`src/rtl/cpc_loader_pkg.sv`:
```
// Shared definitions for the CPC ROM loader.
//   state_t        loader FSM states
//   DEF_BAD_PAGE   page used when the file extension is not a valid hex pair
//   DEF_MF2_PAGE   Multiface 2 page; also the page after a combo image's first 16K
//   DEF_N_SYS_BLK  number of 16K system-ROM blocks accepted for dl_index==0
//   sys_page()     system-ROM block (mod 4) -> 9-bit page
//   hex_nib()      ASCII '0'-'9'/'A'-'F' -> {valid, nibble}
package cpc_loader_pkg;

    typedef enum logic [2:0] {
        ST_IDLE,
        ST_ACCEPT,
        ST_SLOT,
        ST_WRITE,
        ST_WRITE2
    } state_t;

    localparam logic [8:0]  DEF_BAD_PAGE  = 9'h1EE;
    localparam logic [8:0]  DEF_MF2_PAGE  = 9'h1FF;
    localparam int unsigned DEF_N_SYS_BLK = 8;

    function automatic logic [8:0] sys_page(input logic [1:0] blk_lo,
                                            input logic [8:0] mf2_page);
        case (blk_lo)
            2'd0:    sys_page = 9'h000;
            2'd1:    sys_page = 9'h100;
            2'd2:    sys_page = 9'h107;
            default: sys_page = mf2_page;
        endcase
    endfunction

    function automatic logic [4:0] hex_nib(input logic [7:0] c);
        hex_nib = '0;
        if (c >= 8'h30 && c <= 8'h39)
            hex_nib = {1'b1, 4'(c - 8'h30)};
        else if (c >= 8'h41 && c <= 8'h46)
            hex_nib = {1'b1, 4'(c - 8'h37)};
    endfunction

endpackage

```
`src/rtl/cpc_ext_page_decode.sv`:
```
// Combinational decode of the download file extension into a ROM page.
//   dl_ext  in  16  last two extension characters, ASCII
//   page    out 9   starting page for the image
//   combo   out 1   image is a combo (first 16K page 0, then the MF2 page)
// "ZZ" selects page 0, "Z0" selects page 0 as a combo image; otherwise each
// valid hex character overrides its nibble of BAD_PAGE.
module cpc_ext_page_decode
    import cpc_loader_pkg::*;
#(
    parameter logic [8:0] BAD_PAGE = DEF_BAD_PAGE
) (
    input  logic [15:0] dl_ext,
    output logic [8:0]  page,
    output logic        combo
);

    logic [4:0] nib_hi;
    logic [4:0] nib_lo;

    always_comb begin
        nib_hi = hex_nib(dl_ext[15:8]);
        nib_lo = hex_nib(dl_ext[7:0]);
        page   = BAD_PAGE;
        combo  = 1'b0;
        if (dl_ext == 16'h5A5A) begin
            page = '0;
        end else if (dl_ext == 16'h5A30) begin
            page  = '0;
            combo = 1'b1;
        end else begin
            if (nib_hi[4]) page[7:4] = nib_hi[3:0];
            if (nib_lo[4]) page[3:0] = nib_lo[3:0];
        end
    end

endmodule

```
`src/rtl/cpc_rom_loader.sv`:
```
// Sequences ROM/expansion downloads from the HPS ioctl stream into SDRAM
// while the system is held in reset.
//   clk_sys, reset        clock, synchronous active-high reset
//   ce_ref                SDRAM slot strobe (1 in 16 clocks)
//   dl_active/wr/addr/data/index/ext   ioctl download stream
//   dl_wait               host stall
//   mem_wr/addr/bank/din  SDRAM write request
//   map_page -> map_hit   query of populated expansion ROM pages
//   csum                  running byte checksum
// Build option: define ROM_LOADER_CSUM_EN to enable csum; otherwise csum is 0.
module cpc_rom_loader
    import cpc_loader_pkg::*;
#(
    parameter logic [8:0]  BAD_PAGE  = DEF_BAD_PAGE,
    parameter logic [8:0]  MF2_PAGE  = DEF_MF2_PAGE,
    parameter int unsigned N_SYS_BLK = DEF_N_SYS_BLK
) (
    input  logic        clk_sys,
    input  logic        reset,
    input  logic        ce_ref,
    input  logic        dl_active,
    input  logic        dl_wr,
    input  logic [24:0] dl_addr,
    input  logic [7:0]  dl_data,
    input  logic [7:0]  dl_index,
    input  logic [15:0] dl_ext,
    output logic        dl_wait,
    output logic        mem_wr,
    output logic [22:0] mem_addr,
    output logic [1:0]  mem_bank,
    output logic [7:0]  mem_din,
    input  logic [7:0]  map_page,
    output logic        map_hit,
    output logic [15:0] csum
);

    state_t       state, state_nxt;
    logic         active_q;
    logic         dl_rise;
    logic [8:0]   page;
    logic         combo;
    logic [8:0]   dec_page;
    logic         dec_combo;
    logic [24:0]  lat_addr;
    logic [7:0]   lat_data;
    logic [7:0]   lat_index;
    logic         drop_q;
    logic [255:0] rom_map;

    logic         take, load, start_wr, to_bank1, finish;
    logic         is_drop, dual;
    logic [22:0]  load_addr;
    logic [1:0]   load_bank;

    cpc_ext_page_decode #(.BAD_PAGE(BAD_PAGE)) u_ext_decode (
        .dl_ext (dl_ext),
        .page   (dec_page),
        .combo  (dec_combo)
    );

    assign dl_rise = dl_active & ~active_q;
    assign map_hit = rom_map[map_page];

    // System blocks past N_SYS_BLK are dropped; decided while dl_addr is
    // still valid so dl_wait never rises for them.
    assign is_drop = (dl_index == '0) && ({21'd0, dl_addr[24:14]} >= N_SYS_BLK);
    assign dual    = (lat_index[7:6] == 2'b01) || (lat_index[5:0] != '0);

    always_comb begin
        load_addr = '0;
        load_bank = '0;
        if (lat_index != '0) begin
            load_addr = {page[8], page[7:0] + lat_addr[21:14], lat_addr[13:0]};
            load_bank = {1'b0, &lat_index[7:6]};
        end else begin
            load_addr = {sys_page(lat_addr[15:14], MF2_PAGE), lat_addr[13:0]};
            load_bank = {1'b0, |lat_addr[24:16]};
        end
    end

    always_ff @(posedge clk_sys) begin
        if (reset) state <= ST_IDLE;
        else       state <= state_nxt;
    end

    always_comb begin
        state_nxt = state;
        take      = 1'b0;
        load      = 1'b0;
        start_wr  = 1'b0;
        to_bank1  = 1'b0;
        finish    = 1'b0;
        case (state)
            ST_IDLE: begin
                if (dl_wr && dl_active) begin
                    take      = 1'b1;
                    state_nxt = ST_ACCEPT;
                end
            end
            ST_ACCEPT: begin
                if (drop_q) begin
                    state_nxt = ST_IDLE;
                end else begin
                    load      = 1'b1;
                    state_nxt = ST_SLOT;
                end
            end
            ST_SLOT: begin
                if (ce_ref) begin
                    start_wr  = 1'b1;
                    state_nxt = ST_WRITE;
                end
            end
            ST_WRITE: begin
                if (ce_ref) begin
                    if (dual && mem_bank == 2'b00) begin
                        to_bank1  = 1'b1;
                        state_nxt = ST_WRITE2;
                    end else begin
                        finish    = 1'b1;
                        state_nxt = ST_IDLE;
                    end
                end
            end
            ST_WRITE2: begin
                if (ce_ref) begin
                    finish    = 1'b1;
                    state_nxt = ST_IDLE;
                end
            end
            default: state_nxt = ST_IDLE;
        endcase
    end

    always_ff @(posedge clk_sys) begin
        if (reset) begin
            active_q  <= 1'b0;
            page      <= '0;
            combo     <= 1'b0;
            lat_addr  <= '0;
            lat_data  <= '0;
            lat_index <= '0;
            drop_q    <= 1'b0;
            dl_wait   <= 1'b0;
            mem_wr    <= 1'b0;
            mem_addr  <= '0;
            mem_bank  <= '0;
            mem_din   <= '0;
            rom_map   <= '0;
        end else begin
            active_q <= dl_active;
            if (take) begin
                lat_addr  <= dl_addr;
                lat_data  <= dl_data;
                lat_index <= dl_index;
                drop_q    <= is_drop;
                dl_wait   <= ~is_drop;
            end
            if (load) begin
                mem_addr <= load_addr;
                mem_bank <= load_bank;
                mem_din  <= lat_data;
            end
            if (start_wr) mem_wr <= 1'b1;
            if (to_bank1) mem_bank <= 2'b01;
            if (finish) begin
                mem_wr  <= 1'b0;
                dl_wait <= 1'b0;
                if (mem_addr[22]) rom_map[mem_addr[21:14]] <= 1'b1;
                if (combo && mem_addr[13:0] == 14'h3FFF) begin
                    page  <= MF2_PAGE;
                    combo <= 1'b0;
                end
            end
            // A new download start wins over a combo hand-over on the same clock.
            if (dl_rise && dl_index != '0) begin
                page  <= dec_page;
                combo <= dec_combo;
            end
        end
    end

`ifdef ROM_LOADER_CSUM_EN
    logic [15:0] csum_q;

    always_ff @(posedge clk_sys) begin
        if (reset)
            csum_q <= '0;
        else if (dl_rise)
            csum_q <= (take && !is_drop) ? {8'h00, dl_data} : '0;
        else if (take && !is_drop)
            csum_q <= csum_q + {8'h00, dl_data};
    end

    assign csum = csum_q;
`else
    assign csum = '0;
`endif

endmodule

```
`config.mk`:
```
export PLATFORM = sky130hd
export DESIGN_NAME = cpc_rom_loader
export DESIGN_NICKNAME = d
export VERILOG_FILES = /design/src/rtl/cpc_loader_pkg.sv /design/src/rtl/cpc_ext_page_decode.sv /design/src/rtl/cpc_rom_loader.sv
export SDC_FILE = /design/constraint.sdc
export NUM_CORES = 1
export LEC_CHECK = 0
export CAP_MARGIN = 20
export CORE_ASPECT_RATIO = 0.5
export CORE_MARGIN = 1.5
export CORE_UTILIZATION = 62
export CTS_CLUSTER_DIAMETER = 50
export DETAILED_ROUTE_END_ITERATION = 16
export GPL_TIMING_DRIVEN = 1
export MAX_ROUTING_LAYER = met4
export PLACE_DENSITY = 0.86
export REMOVE_ABC_BUFFERS = 1
export SYNTH_ARGS = -nofsm -noshare
export SYNTH_HDL_FRONTEND = slang
export SYNTH_HIERARCHICAL = 1
export SYNTH_SLANG_ARGS = --single-unit
```
`constraint.sdc`:
```
create_clock -name clk_sys -period 4.4 [get_ports clk_sys]
set_clock_uncertainty 0.05 [all_clocks]
set_input_delay 0.88 -clock clk_sys [delete_from_list [all_inputs] [get_ports clk_sys]]
set_output_delay 0.88 -clock clk_sys [all_outputs]
set_load 0.01 [all_outputs]
```
==> results of run 1 <==
logic make-up after synthesis:
family          after synthesis
compound gates              427
xor+xnor                      6
fa+ha+maj                    16
buf+inv                     166
flops                       346
mux                         104
other cells                   1
simple gates                581
final timing paths:
kind	to	slack, ps	depth (start not counted)	start
max	map_hit	100	10	map_page[2]
min reg2reg	mem_addr[0]	400	2	lat_addr[0]
min	mem_addr[0]	400	2	lat_addr[0]
max reg2reg	rom_map[49]	1340	7	state[0]
power by group through the flow:
stage / registers, mW / clock network [mW] / logic, mW
after detailed placement: 3.28 / 0 / 0.501
after global placement: 3.28 / 0 / 0.485
after CTS: 3.21 / 2.63 / 0.505
after global routing: 3.21 / 2.76 / 0.555
final: 3.21 / 2.63 / 0.515
after floorplan: 3.27 / 0 / 0.210
registers in the layout (all words and copies together) (netlist names):
signal	count
lat_index	8
rom_map	256
active_q	1
dl_wait	1
mem_addr	23
lat_addr	25
page	9
mem_din	8
mem_bank	1
mem_wr	1
drop_q	1
lat_data	8
combo	1
state	3
worst max-delay path, cell delays in order:
cell and delay [ps]:
clkdlybuf4s50_1 470, or3b_4 410, o22ai_1 160, nor4_1 70, or4b_1 550, o22ai_1 190, o21ai_1 90, o2111ai_2 130
buf_4 150, dlygate4sd2_1 250
per-layer routing:
layer	global-route usage [%]	up-vias
met5	-	-
li1	-	5808
met2	53.2	690
met1	43.1	6107
met3	5.10	115
met4	10.4	0
area by class of cell:
cell class                      instances  area [µm²]  area share, %
Timing Repair Buffer                  171        1650           9.81
Sequential cell                       346        6930           41.2
Clock buffer                           44         862           5.13
Inverter                               28         105          0.626
Clock inverter                          5         100          0.596
Tap cell                              307         384           2.29
Multi-Input combinational cell       1151        6780           40.3
per-stage QoR:
step / cells / area (µm²) / hold slack [ps] / util, % / worst slack [ps]
detailed placement: 1997 / 15800 / 396 / 69.1 / -265
finish: 2052 / 16800 / 404 / 73.6 / 104
global placement: 1997 / 15800 / 386 / 69.1 / -246
CTS: 2046 / 16700 / 406 / 73.3 / 114
floorplan: 1525 / 13800 / 375 / - / 34.8
global route: 2052 / 16800 / 419 / 73.6 / 2.65
cell usage in the layout (no fill, tap or decap), drive strengths merged, types with 5 or more instances in the layout:
cell	count
a211oi	8
a21oi	336
a221oi	9
a22oi	5
buf	70
clkbuf	44
clkdlybuf4s50	99
conb	17
dfxtp	346
ha	15
inv	28
mux2i	66
mux4	38
nand2	157
nand2b	11
nand3	11
nand4	7
nor2	303
nor2b	13
nor3	34
nor4	16
o21ai	16
o22ai	20
xnor2	6
==> key figures, run 1 <==
Layout
  • Area Overhead vs Synth: 16.6%
  • Filler cells: around 1,600
  • Nets: about 1,800
  • Number of antenna repair diodes: 0
  • Proportion of layout cells with a drive suffix above 1: about a tenth

Hold path
  • Type of the most critical hold path: flop to flop

Timing
  • Fin crit period: 4300 ps
  • Unrepaired setup endpoints after global routing: no
  • Tcrit/Tclk final: between 90% and 100%
  • Setup tns final: 0 ps
  • Worst-margin pin slew: 1060 ps
  • # setup viols final: 0
  • Fmax achieved: about 0.23 GHz
  • Slew margin rel.: between 20 and 30%
  • Final-report max-slew violation count: 0
  • Hold violation count in the final report: 0

Power
  • Combinational cell fraction of total power: between 8 and 9%
  • Portion of total power attributed to sequential cells: around half
  • Switching part of the total power: 23.0%
  • PD cells: between 300 and 400 nW/µm²
  • Net switching power: between 1 and 1.5 mW
  • Internal power: about 4.9 mW
  • Static leakage: between 6 and 7 nW
  • Total chip power: around 6.4 mW
  • Clock power share: about two fifths
  • Peak VDD IR: about 0.37 mV

Logic synthesis
  • Synthesized area per cell: slightly below 9 µm²
  • Synth Area in Adders: around 1.4%
  • Share of async-settable or async-resettable flops after synthesis: 0%
  • Prevailing post-synth register cell: dfxtp_1
  • Leading post-synthesis cells by cell area: dfxtp_1 48%, a21oi_1 12%, nor2_1 7.9%
  • Multiplexer fraction of the synthesized cell area: roughly a tenth
  • Share of the synthesized area in compound gates (AO/OA/AOI/OAI): 16.3%
  • Netlist area before placement: about 14,000 µm²
  • Count of warnings emitted by yosys: 6
  • Most repeated cell in the gate-level netlist after synthesis: dfxtp_1
  • Cell count after synthesis: roughly 1,600
  • Xor-xnor portion of the synthesized cell area: less than 1%
  • Share of the yosys chip area belonging to registers: 48.1%
  • Dominant combinational cell family by area after synthesis: simple AND/OR/NAND/NOR gates
  • Share of the synthesized area in the top cell type: around half
  • Number of flops mapped to enable cells by yosys: 0
  • Post-synthesis cell type with the largest combined area: dfxtp_1
  • Simple-gate share of the synthesized area: 17.8%
  • Number of library cell types mapped by synthesis: 66
  • Leading cell types by count after synthesis: 346 x dfxtp_1, 335 x a21oi_1, 303 x nor2_1, 157 x nand2_1, 85 x clkbuf_1
  • Count of state elements after synthesis: roughly 350

Clock network
  • Register clock-pin slew on the reported worst setup and hold paths: roughly 70 ps
  • CTS tree: done
  • Number of clock buffers inserted by TritonCTS: 28
  • Clock latency on the worst-skew pair: approximately 550 ps
  • Bufs on Longest Clock Path: 3
  • Resized cells post-CTS: 4
  • Sinks on the clock net: between 300 and 400
  • Post-CTS setup repair buffer count: 0
  • H-Tree Depth: 1
  • CTS root buffer: clkbuf_16
  • Cts-stage hold buffer count: 0

GRT
  • Wire length of the first global-routing pass: roughly 63,000 µm
  • GRT Overall Usage: between 30% and 40%
  • Global route total overflow: 0
  • Antenna violations before repair: 0
  • Maximum number of pins on one net before global-route repair: between 100 and 150
  • Vias in the first global route: 12,200

Setup path
  • CP arrival: around 3400 ps
  • CP startpoint kind: input pin
  • Class of the most critical setup path: input pin to output pin
  • CP max FO: 4
  • Worst setup EP type: output pin
  • Critical Path RT: 3470 ps

Floorplanning
  • Height of the chip: around 110 µm
  • Top-level I/O count: about 120
  • Number of rows in the core area: 39
  • Area of the die: between 20,000 and 25,000 µm²
  • Die width: roughly 220 µm
  • Area inside the core boundary: about 23,000 µm²
  • Effective utilization at floorplan: ~63%

Drt
  • DR vias/cell: approximately 6.2
  • Router iterations before antenna repair: 5
  • Highest metal layer with signal wires: met4
  • Number of DRC violations after detailed-routing iteration 0: 1,372
  • Per-cell routed wire length: around 19 µm
  • Routed wire length on met3: around 3300 µm
  • Number of remaining DRC errors: 0
  • Met2 wire len: 19,000 µm
  • Via count: 12,700
  • Final ANT Viol Nets: 0
  • Wire length the detailed router placed on met1: between 15,000 and 20,000 µm
  • DRT Wirelength: 40,000 µm

Run
  • Max-cap violations: 0

Placed design
  • GPL Wtd Cong: just under 1
  • Count of buffers from port buffering: 104
  • HPWL after detailed placement: approximately 26,000 µm

Outcome
  • Outcome: finished, final reports clean
(Power assumes the default switching activity.)
==> inputs of run 2 (changes only) <==
- GPL_ROUTABILITY_DRIVEN: not set -> 0
==> key figures, run 2 (synthesis gave the netlist of run 1 again) <==
Outcome
  • Outcome: finished, final reports clean

Layout
  • Area Overhead vs Synth: 16.0%
  • Number of antenna repair diodes: 0 (unchanged)
  • Filler cells: 1,541 (-1.7%)
  • Nets: 1,807 (-0.28%)
  • Leading cell type in the layout, fill and taps excluded: dfxtp_1
  • Utilization after layout: 73.2% (-0.37 points)
  • Area taken by multi-input logic gates: 6770 µm² (about the same)
  • Most flop-heavy register: rom_map
  • Final Instance Count excl. Fillers: 2,048 (-0.19%)
  • Max FFs per register: 256 (unchanged)
  • Commonest cells after routing, fill and taps aside: 346 x dfxtp_1, 335 x a21oi_1, 303 x nor2_1
  • Leading registers by flop count: rom_map x256, lat_addr x25, mem_addr x23
  • Proportion of layout cells with a drive suffix above 1: 9.99% (-0.15 points)
  • Register area: 6930 µm² (unchanged)

Timing
  • Hold violation count in the final report: 0 (unchanged)
  • Final-report max-slew violation count: 0 (unchanged)
  • Tcrit/Tclk final: 95.6% (-2.0 points)
  • Fin crit period: 4210 ps (-87.5 ps)
  • Fmax achieved: 0.238 GHz (+2.1%)
  • # setup viols final: 0 (unchanged)
  • Worst-margin pin slew: 1090 ps (+28.7 ps)
  • Unrepaired setup endpoints after global routing: no
  • Slew margin rel.: 26.9% (-1.9 points)
  • PnR worst setup slack: 192 ps (+87.5 ps)
  • Worst slack on hold paths: 404 ps (-0.310 ps)

Placed design
  • HPWL after detailed placement: 25,500 µm (-2.1%)
  • Worst slack at placement: -208 ps (+56.7 ps)
  • Post-Place Cells: 1,989 (-0.40%)
  • Count of buffers from port buffering: 104 (unchanged)

Power
  • Total chip power: 6.29 mW (-1.1%)
  • Static leakage: 6.27 nW (-0.75%)
  • PD cells: 376 nW/µm² (-0.56%)
  • Peak VDD IR: 0.272 mV (-27%)

Clock network
  • Number of clock buffers inserted by TritonCTS: 30 (+7.1%)
  • H-Tree Depth: 1 (unchanged)
  • Sinks on the clock net: 346 (unchanged)
  • Bufs on Longest Clock Path: 3 (unchanged)
  • CTS tree: done
  • CTS root buffer: clkbuf_16
  • Clock latency on the worst-skew pair: 550 ps (about the same)
  • Register clock-pin slew on the reported worst setup and hold paths: 70 ps (about the same)

Drt
  • Final ANT Viol Nets: 0 (unchanged)
  • Number of remaining DRC errors: 0 (unchanged)
  • Per-cell routed wire length: 19.3 µm (-1.2%)
  • DRT Wirelength: 39,400 µm (-1.4%)
  • DR vias/cell: 6.24 (+0.63%)
  • Router iterations before antenna repair: 6 (+1)
  • Number of DRC violations after detailed-routing iteration 0: 1,488 (+8.5%)
  • Via count: 12,800 (+0.43%)

Setup path
  • Worst setup EP type: output pin
  • CP startpoint kind: input pin
  • CP arrival: 3280 ps (-90 ps)
  • CP max FO: 5 (+1)
  • Critical Path RT: 3470 ps (about the same)
  • Class of the most critical setup path: input pin to output pin

Floorplanning
  • Area of the die: 24,200 µm² (unchanged)
  • Top-level I/O count: 122 (unchanged)
  • Effective utilization at floorplan: 63.1% (unchanged)
  • Die width: 219 µm (unchanged)
  • Height of the chip: 111 µm (unchanged)
  • Number of rows in the core area: 39 (unchanged)
  • Area inside the core boundary: 22,800 µm² (unchanged)

GRT
  • Global route total overflow: 0 (unchanged)
  • GRT Overall Usage: 32.9% (-0.16 points)
  • Wire length of the first global-routing pass: 62,500 µm (about the same)
  • Maximum number of pins on one net before global-route repair: 146 (+9.8%)
  • Antenna violations before repair: 0 (unchanged)
  • Vias in the first global route: 12,300 (+0.90%)

Run
  • Max-cap violations: 0 (unchanged)

Hold path
  • Type of the most critical hold path: flop to flop
-- run 2: worst max-delay path, stage by stage --
cell and delay (ps):
clkdlybuf4s50_1 520, or3b_4 460, o22ai_1 160, nor4_1 70, or4b_1 540, o22ai_1 200, o21ai_1 90, o2111ai_1 160
clkbuf_2 200
-- run 2: layout make-up --
class | instances | area share, %
Clock buffer | 41 | 5.10
Timing Repair Buffer | 164 | 9.48
Multi-Input combinational cell | 1151 | 40.5
Clock inverter | 11 | 0.561
Sequential cell | 346 | 41.4
Inverter | 28 | 0.629
Tap cell | 307 | 2.30
-- run 2: path summary, 6_finish.rpt --
| check | startpoint | endpoint | slack [ps] | cells after the start |
|---|---|---|---|---|
| max | map_page[3] | map_hit | 190 | 9 |
| min | lat_data[7] | mem_din[7] | 400 | 2 |
| max reg2reg | state[0] | rom_map[190] | 1370 | 7 |
| min reg2reg | lat_data[7] | mem_din[7] | 400 | 2 |
-- run 2: what timing repair did --
item / 4_1_cts / 5_1_grt
hold buffers: 0 / 0
gates resized for setup: 1 / 4
setup endpoints to repair: 1 / 1
pin swaps: 0 / 0
setup buffers: 0 / 0
-- run 2: metrics by stage --
| step | area (µm²) | setup TNS, ps |
|---|---|---|
| after floorplan | 13800 | 0 |
| after global placement | 15700 | -196 |
| after detailed placement | 15700 | -208 |
| after CTS | 16700 | 0 |
| after global routing | 16700 | 0 |
| final | 16700 | 0 |
-- run 2: power breakdown --
part	internal (mW)	leakage (nW)	total [mW]	switching (mW)
logic	0.207	3.00	0.508	0.300
registers	3.17	2.79	3.21	0.0433
clock network	1.41	0.470	2.57	1.15
total	4.79	6.27	6.29	1.50
-- run 2: metal layers --
layer | global-route usage [%] | wire length, µm | part of all wire [%]
met5 | - | 0 | 0
met4 | 11.4 | 998 | 2.5
met3 | 5.21 | 3570 | 9.0
met2 | 53.3 | 19100 | 48
met1 | 42.0 | 15800 | 40
